## config.mk

```make
export PLATFORM = sky130hd
export DESIGN_NAME = uart_rx_os16
export DESIGN_NICKNAME = d
export VERILOG_FILES = /design/src/rtl/uart_pkg.sv /design/src/rtl/uart_byte_fifo.sv /design/src/rtl/uart_rx_os16.sv
export SDC_FILE = /design/constraint.sdc
export NUM_CORES = 1
export LEC_CHECK = 0
export CORE_ASPECT_RATIO = 0.75
export CORE_UTILIZATION = 45
export DETAILED_ROUTE_END_ITERATION = 10
export SYNTH_ARGS = -nofsm -noshare
export SYNTH_HDL_FRONTEND = slang
export SYNTH_SLANG_ARGS = --single-unit
```

## constraint.sdc

```tcl
create_clock -name clk -period 3.4 [get_ports clk]
set_clock_uncertainty 0.2 [all_clocks]
set_input_delay 0.68 -clock clk [delete_from_list [all_inputs] [get_ports clk]]
set_output_delay 0.68 -clock clk [all_outputs]
set_load 0.02 [all_outputs]
```

## src/rtl/uart_pkg.sv

```systemverilog
// Shared definitions for the 16x oversampling UART receiver: FSM states,
// oversample constants and the 2-of-3 majority vote used per bit.
package uart_pkg;

  typedef enum logic [1:0] {
    IDLE,
    START,
    DATA,
    STOP
  } rx_state_t;

  localparam int         OVERSAMPLE  = 16;
  localparam logic [3:0] SAMPLE_A    = 4'd7;
  localparam logic [3:0] SAMPLE_B    = 4'd8;
  localparam logic [3:0] SAMPLE_C    = 4'd9;
  localparam logic [3:0] SAMPLE_LAST = 4'(OVERSAMPLE - 1);

  // 2-of-3 vote; a single corrupted sample cannot change the bit value
  function automatic logic majority3(input logic a, input logic b, input logic c);
    return (a & b) | (a & c) | (b & c);
  endfunction

endpackage

```

## src/rtl/uart_byte_fifo.sv

```systemverilog
// Small synchronous byte FIFO. Head is presented combinationally and forced
// to zero while empty so the consumer never sees stale storage.
module uart_byte_fifo #(
  parameter int DATA_W = 8,
  parameter int DEPTH  = 4
) (
  input  logic              clk,
  input  logic              reset,
  input  logic              push,
  input  logic [DATA_W-1:0] push_data,
  input  logic              pop,
  output logic [DATA_W-1:0] head,
  output logic              full,
  output logic              empty
);

  localparam int PW = (DEPTH > 1) ? $clog2(DEPTH) : 1;
  localparam int CW = PW + 1;

  logic [DATA_W-1:0] mem [DEPTH];
  logic [PW-1:0]     wptr;
  logic [PW-1:0]     rptr;
  logic [CW-1:0]     count;
  logic              push_e;
  logic              pop_e;

  assign full   = (count == CW'(DEPTH));
  assign empty  = (count == '0);
  // A push into a full FIFO is only legal when the head leaves in the same cycle
  assign pop_e  = pop & ~empty;
  assign push_e = push & (~full | pop_e);
  assign head   = empty ? '0 : mem[rptr];

  // Storage write; contents need no reset because empty masks the head
  always_ff @(posedge clk) begin
    if (push_e) mem[wptr] <= push_data;
  end

  // Pointers wrap naturally at the power-of-two depth; count tracks occupancy
  always_ff @(posedge clk or negedge reset) begin
    if (!reset) begin
      wptr  <= '0;
      rptr  <= '0;
      count <= '0;
    end else begin
      if (push_e) wptr <= wptr + PW'(1);
      if (pop_e)  rptr <= rptr + PW'(1);
      case ({push_e, pop_e})
        2'b10:   count <= count + CW'(1);
        2'b01:   count <= count - CW'(1);
        default: count <= count;
      endcase
    end
  end

endmodule

```

## src/rtl/uart_rx_os16.sv

```systemverilog
// 8N1 UART receiver with 16x oversampling, majority-voted bit samples and a
// small output FIFO. Stop bit is judged at its centre so back-to-back frames
// resynchronise on every start edge.
module uart_rx_os16
  import uart_pkg::*;
#(
  parameter int CLK_DIV    = 4,
  parameter int FIFO_DEPTH = 4
) (
  input  logic       clk,
  input  logic       reset,
  input  logic       rx,
  output logic [7:0] data_out,
  output logic       data_valid,
  input  logic       data_ready,
  output logic       frame_err,
  output logic       overrun,
  output logic       busy
);

  localparam int TW = (CLK_DIV > 1) ? $clog2(CLK_DIV) : 1;

  logic          rx_s1;
  logic          rx_sync;
  logic [TW-1:0] tick_cnt;
  logic          tick;
  rx_state_t     state;
  logic [3:0]    sample_cnt;
  logic [2:0]    bit_idx;
  logic [7:0]    shift_reg;
  logic          samp_a;
  logic          samp_b;
  logic          bit_val;
  logic          push_req;
  logic          fifo_full;
  logic          fifo_empty;
  logic          pop;

  assign tick       = (tick_cnt == TW'(CLK_DIV - 1));
  assign bit_val    = majority3(samp_a, samp_b, rx_sync);
  assign busy       = (state != IDLE);
  assign data_valid = ~fifo_empty;
  assign pop        = data_valid & data_ready;

  // Two-flop synchronizer; idles high so reset looks like a quiet line
  always_ff @(posedge clk or negedge reset) begin
    if (!reset) begin
      rx_s1   <= 1'b1;
      rx_sync <= 1'b1;
    end else begin
      rx_s1   <= rx;
      rx_sync <= rx_s1;
    end
  end

  // Free-running oversample tick divider
  always_ff @(posedge clk or negedge reset) begin
    if (!reset) tick_cnt <= '0;
    else if (tick) tick_cnt <= '0;
    else tick_cnt <= tick_cnt + TW'(1);
  end

  // Capture the first two vote samples; the third is the live synchronized value
  always_ff @(posedge clk) begin
    if (tick && state != IDLE) begin
      if (sample_cnt == SAMPLE_A) samp_a <= rx_sync;
      if (sample_cnt == SAMPLE_B) samp_b <= rx_sync;
    end
  end

  // Receive FSM: start validation, LSB-first data shift, mid-stop decision
  always_ff @(posedge clk or negedge reset) begin
    if (!reset) begin
      state      <= IDLE;
      sample_cnt <= '0;
      bit_idx    <= '0;
      shift_reg  <= '0;
      frame_err  <= 1'b0;
      push_req   <= 1'b0;
    end else begin
      frame_err <= 1'b0;
      push_req  <= 1'b0;
      if (tick) begin
        if (state != IDLE) sample_cnt <= sample_cnt + 4'd1;
        case (state)
          IDLE: begin
            if (!rx_sync) begin
              state      <= START;
              sample_cnt <= '0;
            end
          end
          START: begin
            if (sample_cnt == SAMPLE_C && bit_val) begin
              state <= IDLE;
            end else if (sample_cnt == SAMPLE_LAST) begin
              state   <= DATA;
              bit_idx <= '0;
            end
          end
          DATA: begin
            if (sample_cnt == SAMPLE_C) shift_reg <= {bit_val, shift_reg[7:1]};
            if (sample_cnt == SAMPLE_LAST) begin
              bit_idx <= bit_idx + 3'd1;
              if (bit_idx == 3'd7) state <= STOP;
            end
          end
          STOP: begin
            if (sample_cnt == SAMPLE_C) begin
              state <= IDLE;
              if (bit_val) push_req  <= 1'b1;
              else         frame_err <= 1'b1;
            end
          end
          default: state <= IDLE;
        endcase
      end
    end
  end

  // Overrun flags a good byte that arrived with no room and no simultaneous pop
  always_ff @(posedge clk or negedge reset) begin
    if (!reset) overrun <= 1'b0;
    else overrun <= push_req & fifo_full & ~pop;
  end

  uart_byte_fifo #(
    .DATA_W (8),
    .DEPTH  (FIFO_DEPTH)
  ) u_fifo (
    .clk       (clk),
    .reset     (reset),
    .push      (push_req),
    .push_data (shift_reg),
    .pop       (pop),
    .head      (data_out),
    .full      (fifo_full),
    .empty     (fifo_empty)
  );

endmodule

```

==> qor.yml <==
rsz0062_at_grt: "no"
ant_nets: 0
cts_setup_buffers: 0
muxShareOfSynthArea: 0.115
instances_no_fill: 300
place_hpwl_mm: 3.30
io_buffers: 15
finish.utilization: 0.559
vias_per_cell: 5.46
cts_buffers: 9
setup_viol: 0
avgSynthCellArea_um2: 14.6
gp_congestion: 0.761
cpPeakStageDelay_ps: 720
dp.cells: 284
cp-start-kind: "flop"
cp_cell_sequence: "mux4_2, and2_1, clkdlybuf4s50_1"
area_growth_pct: 15.9
r2r-end: "u_fifo.count[2]"
layout_commonest_cell: "edfxtp_1"
r2r.worst_path.cells: 7
layout_min_cycle_time_ps: 3210
clk_pin_slew_ps: 70
final_cell_mix: "edfxtp_1 (34), dfrtp_1 (29), clkdlybuf4s50_1 (15), and2_1 (13), nand3_1 (11)"
ioPinCount: 16
crit_family: "flip-flops"
synth_top_area_share: 0.353
track_usage: 0.169
syn_area_um2: 2900
maxCapViolations: 0
fillers: 489
end_kind: "output pin"
htree_levels: 3
grt_pass1_wl_mm: 8.27
die_y_um: 71.5
critPathBufInv: 1
multi_input_area_um2: 1000
path_depth: 3
diodes: 0
crit_arrival_ps: 2330
synth-seq-cells: 65
dr.pass1.iters: 5
status: "complete, no violations"
largest_reg_flops: 32
synth_warnings: 0
drive_gt1_frac: 0.189
remaining_drc_errors: 0
cts_num_sinks: 65
relSlewSlack: 0.608
worstPathRequired_ps: 2520
num_rows: 24
p_leak_nw: 1.25
synth_largest_area_cell: "edfxtp_1"
ir_drop_mv: 0.396
maxSlewViolCount: 0
criticalPathCategory: "flop to output pin"
dieArea_um2: 6760
drt_iter0_drc: 85
finalSetupTns_ps: 0
start_util: 0.482
root_buffer: "clkbuf_8"
synthAdderAreaFrac: 0.0536
vias: 1637
tightest_slew_ps: 588
die_w_um: 94.6
worst-r2r-setup-slack_ps: 600
place_area_um2: 3110
endpoint: "data_out[5]"
grt_pass1_vias: 1656
synth-xor-area-share: 0.0151
final_nets: 232
synth_top_family_by_area: "multiplexers"
syn-instance-count: 198
timing.hold.ws_ps: 164
yosys.area_share.simple: 0.114
regArea_um2: 1800
fmax_mhz: 311
power_per_cell_area_nw_per_um2: 729
startpoint: "u_fifo.rptr[0]"
hold_violations: 0
cts_tree: "yes"
r2r-start: "u_fifo.count[1]"
grt_overflow: 0
stdcell_area_um2: 3350
wl_per_cell_um: 16.3
critical_path_peak_fanout: 9
synth_compound_area_frac: 0.0501
totalWireLength_mm: 4.89
placeableCoreArea_um2: 6010
synth_cell_types: 48
grt_max_degree: 32
hold_path_class: "flop to flop"
clk_latency_ps: 340
holdBufCountCts: 0
syn_nets: 213
clock_path_buffers: 2
antenna_found_initial: 0
cp_slowest_cell: "dfrtp_1"
postCtsResizedCells: 0
fin_crit_sh: 0.944
ys_seq_area_frac: 0.621
synth_area_leaders: "edfxtp_1 (35%), dfrtp_1 (25%), mux4_2 (6.2%)"
[layer usage]
layer  share of wire  track usage
met5               0            0
met2            0.46        0.250
met3           0.035       0.0510
met1            0.49        0.238
met4           0.013       0.0606
[cell families after synthesis]
logic type	after synthesis
compound gates	20
xor+xnor	5
fa+ha+maj	12
buf+inv	20
flops	65
mux	19
simple gates	57
[Yosys cell counts, drive strengths merged]
cell	n
ha	10
clkbuf	4
o2111ai	2
maj3	1
a22o	1
mux2	9
mux2i	2
and2	13
or4b	1
and4b	1
nor3	2
o2bb2ai	1
nand4b	1
a32o	1
a211oi	1
dfstp	2
mux4	8
and3	1
o21ai	6
buf	6
dfrtp	29
or3b	1
o21a	2
a21oi	1
inv	10
o2111a	1
a31oi	1
or3	2
and3b	1
nand3	11
nand4	2
a21o	1
a22oi	1
xor2	2
nand3b	1
nor4b	2
xnor2	3
or2	3
nor2b	2
nand2	5
fa	1
edfxtp	34
nor2	8
o311ai	1
[power breakdown]
group / internal [mW] / leakage, nW / total [mW] / switching (mW)
Combinational: 0.319 / 0.501 / 0.604 / 0.285
Clock: 0.491 / 0.117 / 0.782 / 0.292
Sequential: 0.895 / 0.636 / 1.06 / 0.165
[how the worst min path moves through the flow]
stage               start  cells past startpoint  endpoint  slack, ps
floorplan           rx_s1                      0   rx_sync        150
global placement    rx_s1                      0   rx_sync        150
detailed placement  rx_s1                      0   rx_sync        160
CTS                 rx_s1                      0   rx_sync        170
global route        rx_s1                      0   rx_sync        170
finish              rx_s1                      0   rx_sync        160
[per-stage QoR]
stage	power [mW]	setup WS (ps)
finish	2.45	189
global route	2.59	52.4
CTS	2.48	131
detailed placement	1.69	331
global placement	1.66	415
floorplan	1.44	780
[cell type report]
class	count	share of cell area
clock buffers	10	0.0380
clock inverters	6	0.0343
inverters	10	0.0112
multi-input cells	113	0.300
flip-flops and latches	65	0.536
well taps	78	0.0291
repair buffers	18	0.0515
No activity file was read; power rests on OpenSTA's default activity.
==> patch 1, RTL diff (config.mk and constraints unchanged) <==
Make the reset (`reset`) synchronous in 5 clocked blocks.
--- a/src/rtl/uart_byte_fifo.sv
+++ b/src/rtl/uart_byte_fifo.sv
@@ -38,5 +38,5 @@
 
   // Pointers wrap naturally at the power-of-two depth; count tracks occupancy
-  always_ff @(posedge clk or negedge reset) begin
+  always_ff @(posedge clk) begin
     if (!reset) begin
       wptr  <= '0;
--- a/src/rtl/uart_rx_os16.sv
+++ b/src/rtl/uart_rx_os16.sv
@@ -44,5 +44,5 @@
 
   // Two-flop synchronizer; idles high so reset looks like a quiet line
-  always_ff @(posedge clk or negedge reset) begin
+  always_ff @(posedge clk) begin
     if (!reset) begin
       rx_s1   <= 1'b1;
@@ -55,5 +55,5 @@
 
   // Free-running oversample tick divider
-  always_ff @(posedge clk or negedge reset) begin
+  always_ff @(posedge clk) begin
     if (!reset) tick_cnt <= '0;
     else if (tick) tick_cnt <= '0;
@@ -70,5 +70,5 @@
 
   // Receive FSM: start validation, LSB-first data shift, mid-stop decision
-  always_ff @(posedge clk or negedge reset) begin
+  always_ff @(posedge clk) begin
     if (!reset) begin
       state      <= IDLE;
@@ -119,5 +119,5 @@
 
   // Overrun flags a good byte that arrived with no room and no simultaneous pop
-  always_ff @(posedge clk or negedge reset) begin
+  always_ff @(posedge clk) begin
     if (!reset) overrun <= 1'b0;
     else overrun <= push_req & fifo_full & ~pop;
Function: differs if reset is asserted again (counterexample within 10 cycles, from zero or initial values and one cycle with reset low); with reset held inactive, the same outputs for 10 cycles.
==> patch 1 against the unedited design <==
  * Sequential cell count up 2
  * Critical endpoint is now data_out[0]
  * Non-clock buffer count is 2 lower
  * Setup slack gained 120 ps
  * Synthesized area up 2.8%
  * Final area fell by 0.56%
  * Wire length grew 1.6%
  * Fmax up 4.0%
  * Via count is 13% higher
  * Critical path type unchanged
Power is not compared: it rests on default switching activity, and its combinational part moved more than twofold at a synthesized area within 25%.
==> patch 1: results (changes against the unedited design) <==
status:
  outcome: "finished, final reports clean"
detailed_routing:
  totalWireLength_um: 4973  # +1.6%
  drt_iter0_drc: 97  # +14%
  num_vias: 1844  # +13%
  via_per_inst: 5.376  # -1.5%
  dr.pass1.iters: 4  # -1
global_routing:
  grt_pass1_wl_um: 8521  # +3.1%
  grt_util_all_layers_pct: 16.61  # -0.30 points
  grt_max_degree: 24  # -25%
  grt_pass1_vias: 1641  # -0.91%
cells_and_area:
  largest_reg_flops: 32  # unchanged
  drive_gt1_share_pct: 10.31  # -8.6 points
  nets: 272  # +17%
  antennaDiodeCount: 0  # unchanged
  filler_cell_count: 560  # +15%
placement:
  placed_cell_area_sq_um: 3136  # +0.76%
  place_inst: 327  # +15%
  dp_slack_ps: 587.8  # +257.3 ps
  gp_congestion: 0.6944  # -8.7%
  dp_hpwl_um: 3454  # +4.6%
power_and_ir_drop:
  p_leak_nw: 1.151
yosys:
  yosys-top-cells-count: "edfxtp_1, dfxtp_1, nand3_1"
  yosysSeqAreaShare_pct: 56.52  # -5.6 points
  yosys-top-cells-area: "edfxtp_1, dfxtp_1, mux4_2"
  synthArstFlopShare_pct: 0  # -48 points
  synth.avg_cell_area_sq_um: 11.90  # -19%
  synth_cell_types: 48  # unchanged
setup_path:
  regToRegSetupSlack_ps: 1190  # +590 ps
  cp_top_family: "flip-flops"
  slowest_delay_ps: 630  # -90 ps
  r2r-end: "u_fifo.count[1]$_SDFFE_PN0P_"
  path_max_fanout: 8  # -1
  cp_slowest_cell: "dfxtp_1"
  critPathArrivalTime_ps: 2210  # -120 ps
  worstReg2RegStart: "u_fifo.count[0]$_SDFFE_PN0P_"
  cp-endpoint: "data_out[0]"
sta:
  slew_headroom_pct: 49.61  # -11 points
  finalCritPeriodShare_pct: 90.77  # -3.7 points
cts:
  numCtsBuffers: 9  # unchanged
  cts_root_buffer: "clkbuf_8"
hold_path:
  hp-start: "rx_s1$_SDFF_PN1_"
-- patch 1: worst min-delay path by stage --
stage	end	slack [ps]	depth (start not counted)
2_1_floorplan	rx_sync$_SDFF_PN1_	190	1
3_3_place_gp	rx_sync$_SDFF_PN1_	210	1
3_5_place_dp	rx_sync$_SDFF_PN1_	210	1
4_1_cts	tick_cnt[0]$_SDFF_PP0_	230	1
5_1_grt	tick_cnt[0]$_SDFF_PP0_	250	1
6_report	rx_sync$_SDFF_PN1_	220	1
-- patch 1: layout make-up --
type,count,area share [%]
Clock inverter,7,2.288
Tap cell,81,3.038
Sequential cell,67,50.41
Multi-Input combinational cell,150,34.36
Inverter,13,1.463
Timing Repair Buffer,16,4.726
Clock buffer,9,3.713
-- patch 1: power by group --
part           switching, mW  internal [mW]  leakage [nW]
Combinational         0.0164        0.00995         0.475
Sequential           0.00222          0.844         0.581
Clock                  0.308          0.342        0.0958
Total                  0.327           1.20          1.15
-- patch 1: metal layers --
layer,vias to the layer above,wire length (um),GRT usage (%)
li1,943,-,-
met1,871,2689,24.42
met2,28,2118,22.30
met3,2,136,6.709
met4,0,29,4.975
met5,-,0,0
-- patch 1: cells by family after synthesis --
| logic type | after synthesis | synth area share (%) |
|---|---|---|
| adders and majority gates | 12 | 5.215 |
| AOI/OAI and AO/OA | 52 | 10.89 |
| xor gates and xnor gates | 4 | 1.177 |
| buffers and inverters | 33 | 4.962 |
| DFF | 67 | 56.52 |
| and+or+nand+nor | 74 | 15.18 |
| muxes | 8 | 6.055 |
==> patch 2, RTL diff (config.mk and constraints unchanged) <==
Without the edit above. The parameter `CLK_DIV` goes from 4 to 2.
--- a/src/rtl/uart_rx_os16.sv
+++ b/src/rtl/uart_rx_os16.sv
@@ -5,5 +5,5 @@
   import uart_pkg::*;
 #(
-  parameter int CLK_DIV    = 4,
+  parameter int CLK_DIV    = 2,
   parameter int FIFO_DEPTH = 4
 ) (
Behaviour: not the same (Yosys sat finds a counterexample within 10 cycles, from zero or initial values and one cycle with reset low).
==> patch 2 against the unedited design <==
  * Sequential power is 4% higher
  * Via count is 6.8% lower
  * Combinational power is 17% higher
  * Total power is 9.3% higher
  * Sequential cell count is 1 lower
  * Largest cell class unchanged
  * Count of clock-buffer cells in the layout is 1 lower
  * First-iteration DRC count is 52% higher
  * Setup slack better by 17 ps
  * Synthesized area is 2.5% lower
  * Sequential share of layout area is 0.34 points higher
  * Largest power group unchanged
  * Wire length is 4.1% lower
  * Final area is 2.0% lower
==> patch 2: results (changes against the unedited design) <==
global_routing:
  grt_pass1_wl_um: 7859  # -4.9%
  grt_pass1_vias: 1595  # -3.7%
  use_met3_pct: 6.882  # +1.8 points
  grt_max_degree: 31  # -3.1%
power_and_ir_drop:
  p_leak_nw: 1.236  # -1.5%
  p_int_mw: 1.867  # +9.6%
  p_total_mw: 2.672  # +9.3%
  ir_drop_mv: 0.4294  # +8.4%
detailed_routing:
  num_vias: 1525  # -6.8%
  wl_met1_um: 2267  # -5.7%
  wl_met3_um: 200  # +18%
  dr.pass1.iters: 4  # -1
  drt_iter0_drc: 129  # +52%
  wl_per_cell_um: 16.35  # +0.24%
status:
  outcome: "finished, final reports clean"
sta:
  clock.fmax_mhz: 313.1  # +0.54%
  whs_ps: 158.8  # -5.277 ps
placement:
  placed_cell_area_sq_um: 3020  # -2.9%
  dp_slack_ps: 351.2  # +20.68 ps
  dp_hpwl_um: 3105  # -6.0%
cells_and_area:
  filler_cell_count: 482  # -1.4%
yosys:
  synthArstFlopShare_pct: 46.88  # -0.82 points
  yosysSeqAreaShare_pct: 62.83  # +0.68 points
  yosys-top-cells-count: "edfxtp_1, dfrtp_1, and2_1"
  synthCells: 185  # -6.6%
setup_path:
  cp-endpoint: "data_out[3]"
  worstSetupStartpoint: "u_fifo.rptr[0]$_DFFE_PN0P_"
  worstReg2RegStart: "u_fifo.count[0]$_DFFE_PN0P_"
  regToRegSetupSlack_ps: 980  # +380 ps
  r2r-end: "u_fifo.count[1]$_DFFE_PN0P_"
  rr_worst_depth: 6  # -1
floorplan:
  design.core.area_sq_um: 5946  # -1.0%
==> patch 2: cell types whose count changed in the layout (fill, tap and decap cells not counted), moves of 2 or more <==
cell,change
nand2_1,-2
or2_2,-3
o21ai_1,+3
nor2_1,-2
o2111ai_1,-2
o21ai_0,-3
nand3_1,-2
==> patch 2: cell families (layout without fill, tap and decap cells) <==
kind of cell	after synthesis	count (layout)	share of synthesized area, %
and+or+nand+nor	50	50	10.86
AOI/OAI and AO/OA	14	14	3.412
DFF	64	64	62.83
buffers and inverters	20	44	3.810
adders and majority gates	12	12	5.494
muxes	19	19	11.74
xor gates and xnor gates	6	6	1.861
==> patch 2: layout make-up <==
type / count / area, sq um / share of cell area [%]
Sequential cell: 64 / 1774 / 53.98
Multi-Input combinational cell: 101 / 942.2 / 28.66
Timing Repair Buffer: 17 / 165.2 / 5.025
Clock inverter: 7 / 142.6 / 4.340
Clock buffer: 9 / 123.9 / 3.769
Tap cell: 78 / 97.59 / 2.969
Inverter: 11 / 41.29 / 1.256
